===== src/rtl/rf_pkg.sv =====
// ----------------------------------------------------------------------------
// rf_pkg
//   Shared definitions for the reg_file_sb register file slice.
//   - Default geometry (XLEN_DEF / NREGS_DEF) used as parameter defaults.
//   - reg_addr_t / xword_t typedefs for the default geometry.
//   - REG_ZERO: the hard-wired zero register index.
//   - popcount(): population count of a busy vector.
// ----------------------------------------------------------------------------
package rf_pkg;

    localparam int XLEN_DEF  = 32;
    localparam int NREGS_DEF = 32;
    localparam int AW_DEF    = $clog2(NREGS_DEF);

    localparam int REG_ZERO  = 0;

    // Widest busy vector supported by popcount().
    localparam int POP_MAX   = 1024;

    typedef logic [AW_DEF-1:0]   reg_addr_t;
    typedef logic [XLEN_DEF-1:0] xword_t;

    // Count of set bits in the low 'width' bits of 'vec'.
    function automatic int unsigned popcount(input logic [POP_MAX-1:0] vec,
                                             input int unsigned width);
        int unsigned cnt;
        cnt = 0;
        for (int unsigned i = 0; i < POP_MAX; i++) begin
            if (i < width && vec[i]) begin
                cnt++;
            end
        end
        return cnt;
    endfunction

endpackage


===== src/rtl/reg_file_sb_if.sv =====
// ----------------------------------------------------------------------------
// reg_file_sb_if
//   Bundles the register file's decode-stage signals.
//   master : decode/issue/writeback side (drives addresses, writeback, issue)
//   slave  : the register file (returns operands, busy flags, stall, count)
//   Signals:
//     rd_addr   NRD*AW    packed read addresses, port k at [k*AW +: AW]
//     rd_data   NRD*XLEN  packed read data, port k at [k*XLEN +: XLEN]
//     rd_busy   NRD       port k's register has a pending write
//     wr_en/wr_addr/wr_data  writeback port
//     iss_en/iss_rd          issue port (mark destination pending)
//     iss_stall              issue refused this cycle (WAW on busy register)
//     flush                  clear all pending flags
//     busy_cnt  AW+1      number of registers currently pending
// ----------------------------------------------------------------------------
interface reg_file_sb_if #(
    parameter int XLEN  = rf_pkg::XLEN_DEF,
    parameter int NREGS = rf_pkg::NREGS_DEF,
    parameter int NRD   = 2
);
    localparam int AW = $clog2(NREGS);

    logic [NRD*AW-1:0]   rd_addr;
    logic [NRD*XLEN-1:0] rd_data;
    logic [NRD-1:0]      rd_busy;
    logic                wr_en;
    logic [AW-1:0]       wr_addr;
    logic [XLEN-1:0]     wr_data;
    logic                iss_en;
    logic [AW-1:0]       iss_rd;
    logic                iss_stall;
    logic                flush;
    logic [AW:0]         busy_cnt;

    modport master (
        output rd_addr, wr_en, wr_addr, wr_data, iss_en, iss_rd, flush,
        input  rd_data, rd_busy, iss_stall, busy_cnt
    );

    modport slave (
        input  rd_addr, wr_en, wr_addr, wr_data, iss_en, iss_rd, flush,
        output rd_data, rd_busy, iss_stall, busy_cnt
    );

endinterface


===== src/rtl/rf_scoreboard.sv =====
// ----------------------------------------------------------------------------
// rf_scoreboard
//   Pending-write tracker for the register file.
//   Ports:
//     clk, rst_n          clock / async active-low reset
//     wr_en, wr_addr      writeback completes: clears the destination's flag
//     iss_en, iss_rd      issue: sets the destination's flag unless stalled
//     flush               clears every flag except a same-cycle accepted issue
//     iss_stall  (out)    WAW refusal: destination busy, not completing now
//     busy       (out)    registered pending vector, bit 0 always 0
//     busy_cnt   (out)    registered population count of busy
//   Same-register priority: issue set > writeback clear > flush.
// ----------------------------------------------------------------------------
module rf_scoreboard
    import rf_pkg::*;
#(
    parameter int NREGS = NREGS_DEF,
    parameter int AW    = $clog2(NREGS)
) (
    input  logic             clk,
    input  logic             rst_n,
    input  logic             wr_en,
    input  logic [AW-1:0]    wr_addr,
    input  logic             iss_en,
    input  logic [AW-1:0]    iss_rd,
    input  logic             flush,
    output logic             iss_stall,
    output logic [NREGS-1:0] busy,
    output logic [AW:0]      busy_cnt
);

    logic             wr_live;
    logic             iss_live;
    logic             iss_hit;
    logic             iss_accept;
    logic [NREGS-1:0] busy_d;
    logic [AW:0]      cnt_d;

    assign wr_live  = wr_en  && (wr_addr != AW'(REG_ZERO));
    assign iss_live = iss_en && (iss_rd  != AW'(REG_ZERO));
    // A writeback landing on the issued register this cycle frees it, so the
    // newer producer may take it over without stalling.
    assign iss_hit  = wr_en && (wr_addr == iss_rd);

    assign iss_stall  = iss_live && busy[iss_rd] && !iss_hit && !flush;
    assign iss_accept = iss_live && !iss_stall;

    // Later assignments override earlier ones: this ordering is the priority.
    always_comb begin
        // NOTE: every combinational output gets a default first so no path
        // leaves it unassigned, which would infer a latch.
        busy_d = busy;
        if (flush) begin
            busy_d = '0;
        end
        if (wr_live) begin
            busy_d[wr_addr] = 1'b0;
        end
        if (iss_accept) begin
            busy_d[iss_rd] = 1'b1;
        end
        busy_d[REG_ZERO] = 1'b0;
    end

    // Count follows the next-state vector so it is registered in step with busy.
    assign cnt_d = (AW+1)'(popcount(POP_MAX'(busy_d), NREGS));

    always_ff @(posedge clk or negedge rst_n) begin
        if (!rst_n) begin
            busy     <= '0;
            busy_cnt <= '0;
        end else begin
            // NOTE: sequential state uses non-blocking assignments so every
            // flop samples pre-edge values, independent of statement order.
            busy     <= busy_d;
            busy_cnt <= cnt_d;
        end
    end

endmodule


===== src/rtl/reg_file_sb.sv =====
// ----------------------------------------------------------------------------
// reg_file_sb
//   General-purpose register file with write-to-read bypass and a per-register
//   pending-write scoreboard, for use in the decode stage.
//   Ports:
//     clk, rst_n   clock / async active-low reset
//     bus          reg_file_sb_if.slave: NRD read ports, writeback port,
//                  issue port, flush, stall and busy count
//   Parameters: XLEN, NREGS, NRD, SP_IDX/SP_INIT (stack pointer reset value),
//   BYPASS (forward same-cycle writeback data and clear read-side busy).
//   Register 0 reads as 0, is never busy and ignores writes and issues.
// ----------------------------------------------------------------------------
module reg_file_sb
    import rf_pkg::*;
#(
    parameter int               XLEN    = XLEN_DEF,
    parameter int               NREGS   = NREGS_DEF,
    parameter int               NRD     = 2,
    parameter int               SP_IDX  = 2,
    parameter logic [XLEN-1:0]  SP_INIT = XLEN'('h200),
    parameter bit               BYPASS  = 1'b1
) (
    input  logic         clk,
    input  logic         rst_n,
    reg_file_sb_if.slave bus
);

    localparam int AW = $clog2(NREGS);

    logic [XLEN-1:0]  regs [NREGS];
    logic [NREGS-1:0] busy;

    // ---------------------------------------------------------------- storage
    always_ff @(posedge clk or negedge rst_n) begin
        if (!rst_n) begin
            // NOTE: storage is plain flops, not a RAM, precisely so that every
            // entry can be reset and the stack pointer can have a reset value.
            for (int i = 0; i < NREGS; i++) begin
                regs[i] <= (i == SP_IDX) ? SP_INIT : '0;
            end
        end else if (bus.wr_en && bus.wr_addr != AW'(REG_ZERO)) begin
            regs[bus.wr_addr] <= bus.wr_data;
        end
    end

    // ------------------------------------------------------------- scoreboard
    rf_scoreboard #(
        .NREGS (NREGS),
        .AW    (AW)
    ) u_scoreboard (
        .clk       (clk),
        .rst_n     (rst_n),
        .wr_en     (bus.wr_en),
        .wr_addr   (bus.wr_addr),
        .iss_en    (bus.iss_en),
        .iss_rd    (bus.iss_rd),
        .flush     (bus.flush),
        .iss_stall (bus.iss_stall),
        .busy      (busy),
        .busy_cnt  (bus.busy_cnt)
    );

    // ------------------------------------------------------------- read ports
    for (genvar k = 0; k < NRD; k++) begin : g_rd
        logic [AW-1:0] addr;
        logic          fwd;

        assign addr = bus.rd_addr[k*AW +: AW];
        // Forwarding also hides the busy flag: the operand is arriving now.
        assign fwd  = BYPASS && bus.wr_en && (bus.wr_addr == addr)
                      && (addr != AW'(REG_ZERO));

        assign bus.rd_data[k*XLEN +: XLEN] =
            (addr == AW'(REG_ZERO)) ? '0          :
            fwd                     ? bus.wr_data : regs[addr];

        assign bus.rd_busy[k] = busy[addr] && !fwd;
    end

endmodule


===== src/flat_wrapper.sv =====
// flat-port wrapper written by rule: the top's interface ports become plain ports
module reg_file_sb_flat import rf_pkg::*;
#(
    parameter int               XLEN    = XLEN_DEF,
    parameter int               NREGS   = NREGS_DEF,
    parameter int               NRD     = 2,
    parameter int               SP_IDX  = 2,
    parameter logic [XLEN-1:0]  SP_INIT = XLEN'('h200),
    parameter bit               BYPASS  = 1'b1
)
  (clk, rst_n, bus_rd_addr, bus_wr_en, bus_wr_addr, bus_wr_data, bus_iss_en, bus_iss_rd, bus_flush, bus_rd_data, bus_rd_busy, bus_iss_stall, bus_busy_cnt);
  reg_file_sb_if #(.XLEN(XLEN), .NREGS(NREGS), .NRD(NRD)) bus_i ();
  input  logic clk;
  input  logic rst_n;
  input wire logic [$bits(bus_i.rd_addr)-1:0] bus_rd_addr;
  input wire logic [$bits(bus_i.wr_en)-1:0] bus_wr_en;
  input wire logic [$bits(bus_i.wr_addr)-1:0] bus_wr_addr;
  input wire logic [$bits(bus_i.wr_data)-1:0] bus_wr_data;
  input wire logic [$bits(bus_i.iss_en)-1:0] bus_iss_en;
  input wire logic [$bits(bus_i.iss_rd)-1:0] bus_iss_rd;
  input wire logic [$bits(bus_i.flush)-1:0] bus_flush;
  output wire logic [$bits(bus_i.rd_data)-1:0] bus_rd_data;
  output wire logic [$bits(bus_i.rd_busy)-1:0] bus_rd_busy;
  output wire logic [$bits(bus_i.iss_stall)-1:0] bus_iss_stall;
  output wire logic [$bits(bus_i.busy_cnt)-1:0] bus_busy_cnt;
  assign bus_i.rd_addr = bus_rd_addr;
  assign bus_i.wr_en = bus_wr_en;
  assign bus_i.wr_addr = bus_wr_addr;
  assign bus_i.wr_data = bus_wr_data;
  assign bus_i.iss_en = bus_iss_en;
  assign bus_i.iss_rd = bus_iss_rd;
  assign bus_i.flush = bus_flush;
  assign bus_rd_data = bus_i.rd_data;
  assign bus_rd_busy = bus_i.rd_busy;
  assign bus_iss_stall = bus_i.iss_stall;
  assign bus_busy_cnt = bus_i.busy_cnt;
  reg_file_sb #(.XLEN(XLEN), .NREGS(NREGS), .NRD(NRD), .SP_IDX(SP_IDX), .SP_INIT(SP_INIT), .BYPASS(BYPASS)) u_core (.clk(clk), .rst_n(rst_n), .bus(bus_i));
endmodule

===== config.mk =====
export PLATFORM = sky130hd
export DESIGN_NAME = reg_file_sb_flat
export DESIGN_NICKNAME = d
export VERILOG_FILES = /design/src/rtl/rf_pkg.sv /design/src/rtl/reg_file_sb_if.sv /design/src/rtl/rf_scoreboard.sv /design/src/rtl/reg_file_sb.sv /design/src/flat_wrapper.sv
export SDC_FILE = /design/constraint.sdc
export NUM_CORES = 2
export LEC_CHECK = 0
export CAP_MARGIN = 25
export CORE_ASPECT_RATIO = 0.8
export CORE_MARGIN = 2
export CORE_UTILIZATION = 50
export DETAILED_ROUTE_END_ITERATION = 8
export MAX_ROUTING_LAYER = met4
export PLACE_DENSITY = 0.7
export SYNTH_ARGS = -nofsm -noshare
export SYNTH_HDL_FRONTEND = slang
export SYNTH_SLANG_ARGS = --single-unit
export TNS_END_PERCENT = 30

===== constraint.sdc =====
create_clock -name clk -period 35.3 [get_ports clk]
set_clock_uncertainty 0.15 [all_clocks]
set_input_delay 3.53 -clock clk [delete_from_list [all_inputs] [get_ports clk]]
set_output_delay 3.53 -clock clk [all_outputs]
set_load 0.005 [all_outputs]

==> results.py <==
metrics = {
    "floorplanning": {
        "initial_utilization_pct": 50.5,
        "die_y_um": 319,
        "num_rows": 115,
        "die_area_mm2": 0.127,
        "core_area_mm2": 0.123,
        "ioPinCount": 130,
        "die_w_um": 398,
    },
    "synthesis": {
        "synth_common_cells": "1,060 x dfrtp_1, 1,006 x mux2_2, 660 x mux4_2",
        "synthCells": 4243,
        "synthMostInstantiatedCell": "dfrtp_1",
        "avgSynthCellArea_um2": 14.7,
        "ys_ff_latch": 1061,
        "synth_top_area_cell": "dfrtp_1",
        "synth_nets": 4332,
        "synth_ff_type": "dfrtp_1",
        "ys_seq_area_share_pct": 42.7,
        "yosysWarnings": 0,
        "synth-edff-count": 0,
        "syn_area_mm2": 0.0622,
        "synth_top_area_share_pct": 42.7,
        "ys_types": 107,
        "synth.area.top_cells": "dfrtp_1 43%, mux4_2 24%, mux2_2 18%, clkbuf_1 2.1%, mux2i_1 1.3%",
        "synth-async-reset-ratio_pct": 100,
    },
    "grt": {
        "grt_pass1_vias": 39800,
        "use_met2_pct": 44.0,
        "grt_first_pass_wirelength_mm": 269,
        "grt_busiest_layer": "met2",
        "grt_overflow": 0,
        "grt_max_degree": 177,
        "globalRouteMet1Util_pct": 41.4,
        "antenna_found_initial": 3,
        "grt_usage_pct": 29.3,
        "use_met3_pct": 5.24,
    },
    "status": {
        "outcome": "complete, no violations",
    },
    "setup_path": {
        "crit_top_cell": "ha_1",
        "path_max_fanout": 22,
        "critPathKind": "primary input to register",
        "worstSetupStartpointType": "primary input",
        "crit_slowest_cell": "clkdlybuf4s50_1",
        "critPathCapture": "u_core.u_scoreboard.busy_cnt[5]$_DFF_PN0_",
        "rr_startpoint": "u_core.u_scoreboard.busy[28]$_DFF_PN0_",
        "reg2regPathDepth": 89,
        "r2r-end": "u_core.u_scoreboard.busy_cnt[5]$_DFF_PN0_",
        "critPathMaxStageDelay_ps": 880,
        "worst-endpoint-arrival_ps": 22680,
        "rrSetupSlack_ps": 16420,
        "end_kind": "register",
        "critPathRequiredTime_ps": 35720,
        "timing.critical_path.from": "bus_flush",
    },
    "sta": {
        "tightest_slew_ps": 1100,
        "setup_tns_ps": 0,
        "period_minus_slack_ps": 22250,
        "setup_viol": 0,
        "finalMaxSlewViolations": 0,
        "maxSlewHeadroom_pct": 26.5,
        "max_freq_mhz": 44.9,
        "min_period_over_period_pct": 63.0,
        "hold_violations": 0,
        "rsz0062_at_grt": "false",
    },
    "layout": {
        "post-route-util_pct": 56.0,
        "nets": 4215,
        "n_fill_cell": 9758,
        "areaGrowthSynthToFinish_pct": 11.0,
        "final_layout_size_suffix_gt1_share_pct": 48.7,
    },
    "placement": {
        "io_buffers": 129,
        "gp_congestion": 0.944,
        "hpwlAfterDp_mm": 96.3,
    },
    "clock_network": {
        "cts-htree-levels": 3,
        "clockBufferDepth": 3,
        "cts_resized": 0,
        "numCtsBuffers": 107,
        "cts_root_buf": "clkbuf_16",
        "cts_setup_buffers": 0,
        "hold_buffers": 0,
        "insertion_delay_ps": 720,
        "clock-sinks": 1061,
        "cts_tree": "yes",
        "clk_pin_slew_worst_paths_ps": 60,
    },
    "routing": {
        "first_pass_iters": 6,
        "wire_per_inst_um": 30.5,
        "viasPerCell": 6.72,
        "detail_route.iter0.violations": 4020,
        "ant_nets": 0,
        "dr_total_vias": 39300,
        "drc": 0,
        "wl_mm": 179,
    },
    "pwr": {
        "total_power_mw": 3.70,
        "power.density_mw_per_mm2": 53.6,
        "max-vdd-ir-drop_mv": 0.0383,
        "p_leak_nw": 29.0,
    },
    "hold_path": {
        "worstHoldPathType": "register to register",
        "hp-start": "u_core.regs[1016]$_DFFE_PN0P_",
    },
    "job": {
        "max-cap-violations": 0,
    },
}
-- kinds of logic (layout without fill, tap and decap cells) --
logic type | Yosys count | count (layout) | share of synthesized area (%)
AOI/OAI and AO/OA | 298 | 298 | 3.51
xor gates and xnor gates | 159 | 159 | 2.93
adders and majority gates | 32 | 32 | 0.644
buffers and inverters | 500 | 469 | 3.14
DFF | 1061 | 1061 | 42.7
muxes | 1750 | 1750 | 43.5
other | 0 | 1 | 0
and+or+nand+nor | 443 | 443 | 3.57
-- worst min path at each step --
stage / endpoint / slack [ps] / cells past startpoint
finish: u_core.regs[1016]$_DFFE_PN0P_ / 240 / 0
global route: u_core.regs[1011]$_DFFE_PN0P_ / 260 / 0
CTS: u_core.regs[1004]$_DFFE_PN0P_ / 250 / 0
detailed placement: u_core.regs[1008]$_DFFE_PN0P_ / 230 / 0
global placement: u_core.regs[1022]$_DFFE_PN0P_ / 230 / 0
floorplan: u_core.regs[1000]$_DFFE_PN0P_ / 290 / 1
-- area by class of cell --
cell class,instances,area (um^2),share of cell area (%)
Inverter,52,198,0.287
Tap cell,1638,2050,2.97
Clock buffer,155,3170,4.60
Sequential cell,1061,26600,38.5
Antenna cell,1,2.50,0.00363
Clock inverter,40,563,0.816
Multi-Input combinational cell,2682,33900,49.2
Timing Repair Buffer,222,2520,3.65
-- layer usage --
layer / vias to the layer above / routed length [um]
met1: 21200 / 76600
met3: 358 / 13000
met5: - / 0
met2: 1573 / 83600
met4: 0 / 5370
li1: 16200 / -
-- critical path, delay by kind of cell --
family	cells	cell delay (ps)
AND/OR/NAND/NOR	17	2330
AO/OA/AOI/OAI	32	6310
buffers and inverters	6	1660
adder cells (fa/ha/maj)	15	4450
XOR/XNOR	14	2970
multiplexers	6	1370
-- flip-flops by register name, summed over array words and instances, names as in the netlist --
| register | count |
|---|---|
| u_core.regs | 1024 |
| u_core.u_scoreboard.busy | 31 |
| u_core.u_scoreboard.busy_cnt | 6 |
-- power breakdown --
group	switching, mW	total (mW)	internal, mW
logic	0.338	0.880	0.543
registers	0.159	1.60	1.44
clock network	0.506	1.22	0.710
-- cells in the final DEF (no fill, tap or decap), types with 32 or more instances in the layout --
cell	synthesis	routed
dfrtp_1	1060	1060
mux2_2	1006	1006
mux4_2	660	660
nor2_1	144	130
clkdlybuf4s50_1	0	118
clkbuf_16	0	117
nand2_1	102	91
mux2i_1	81	81
xnor2_1	81	81
a211oi_1	79	79
buf_4	5	66
a21oi_1	52	52
inv_1	47	47
xor2_1	41	41
o21ai_0	33	33
ha_1	32	32
-- per-stage QoR --
step	hold WS [ps]	instances	area, um^2	setup WS [ps]
floorplan	291	4243	62200	15410
global placement	226	5628	64600	13160
detailed placement	233	5633	64700	12620
CTS	247	5828	68500	13300
global route	261	5851	69000	11560
finish	242	5851	69000	13050
No activity file was read; power rests on OpenSTA's default activity.
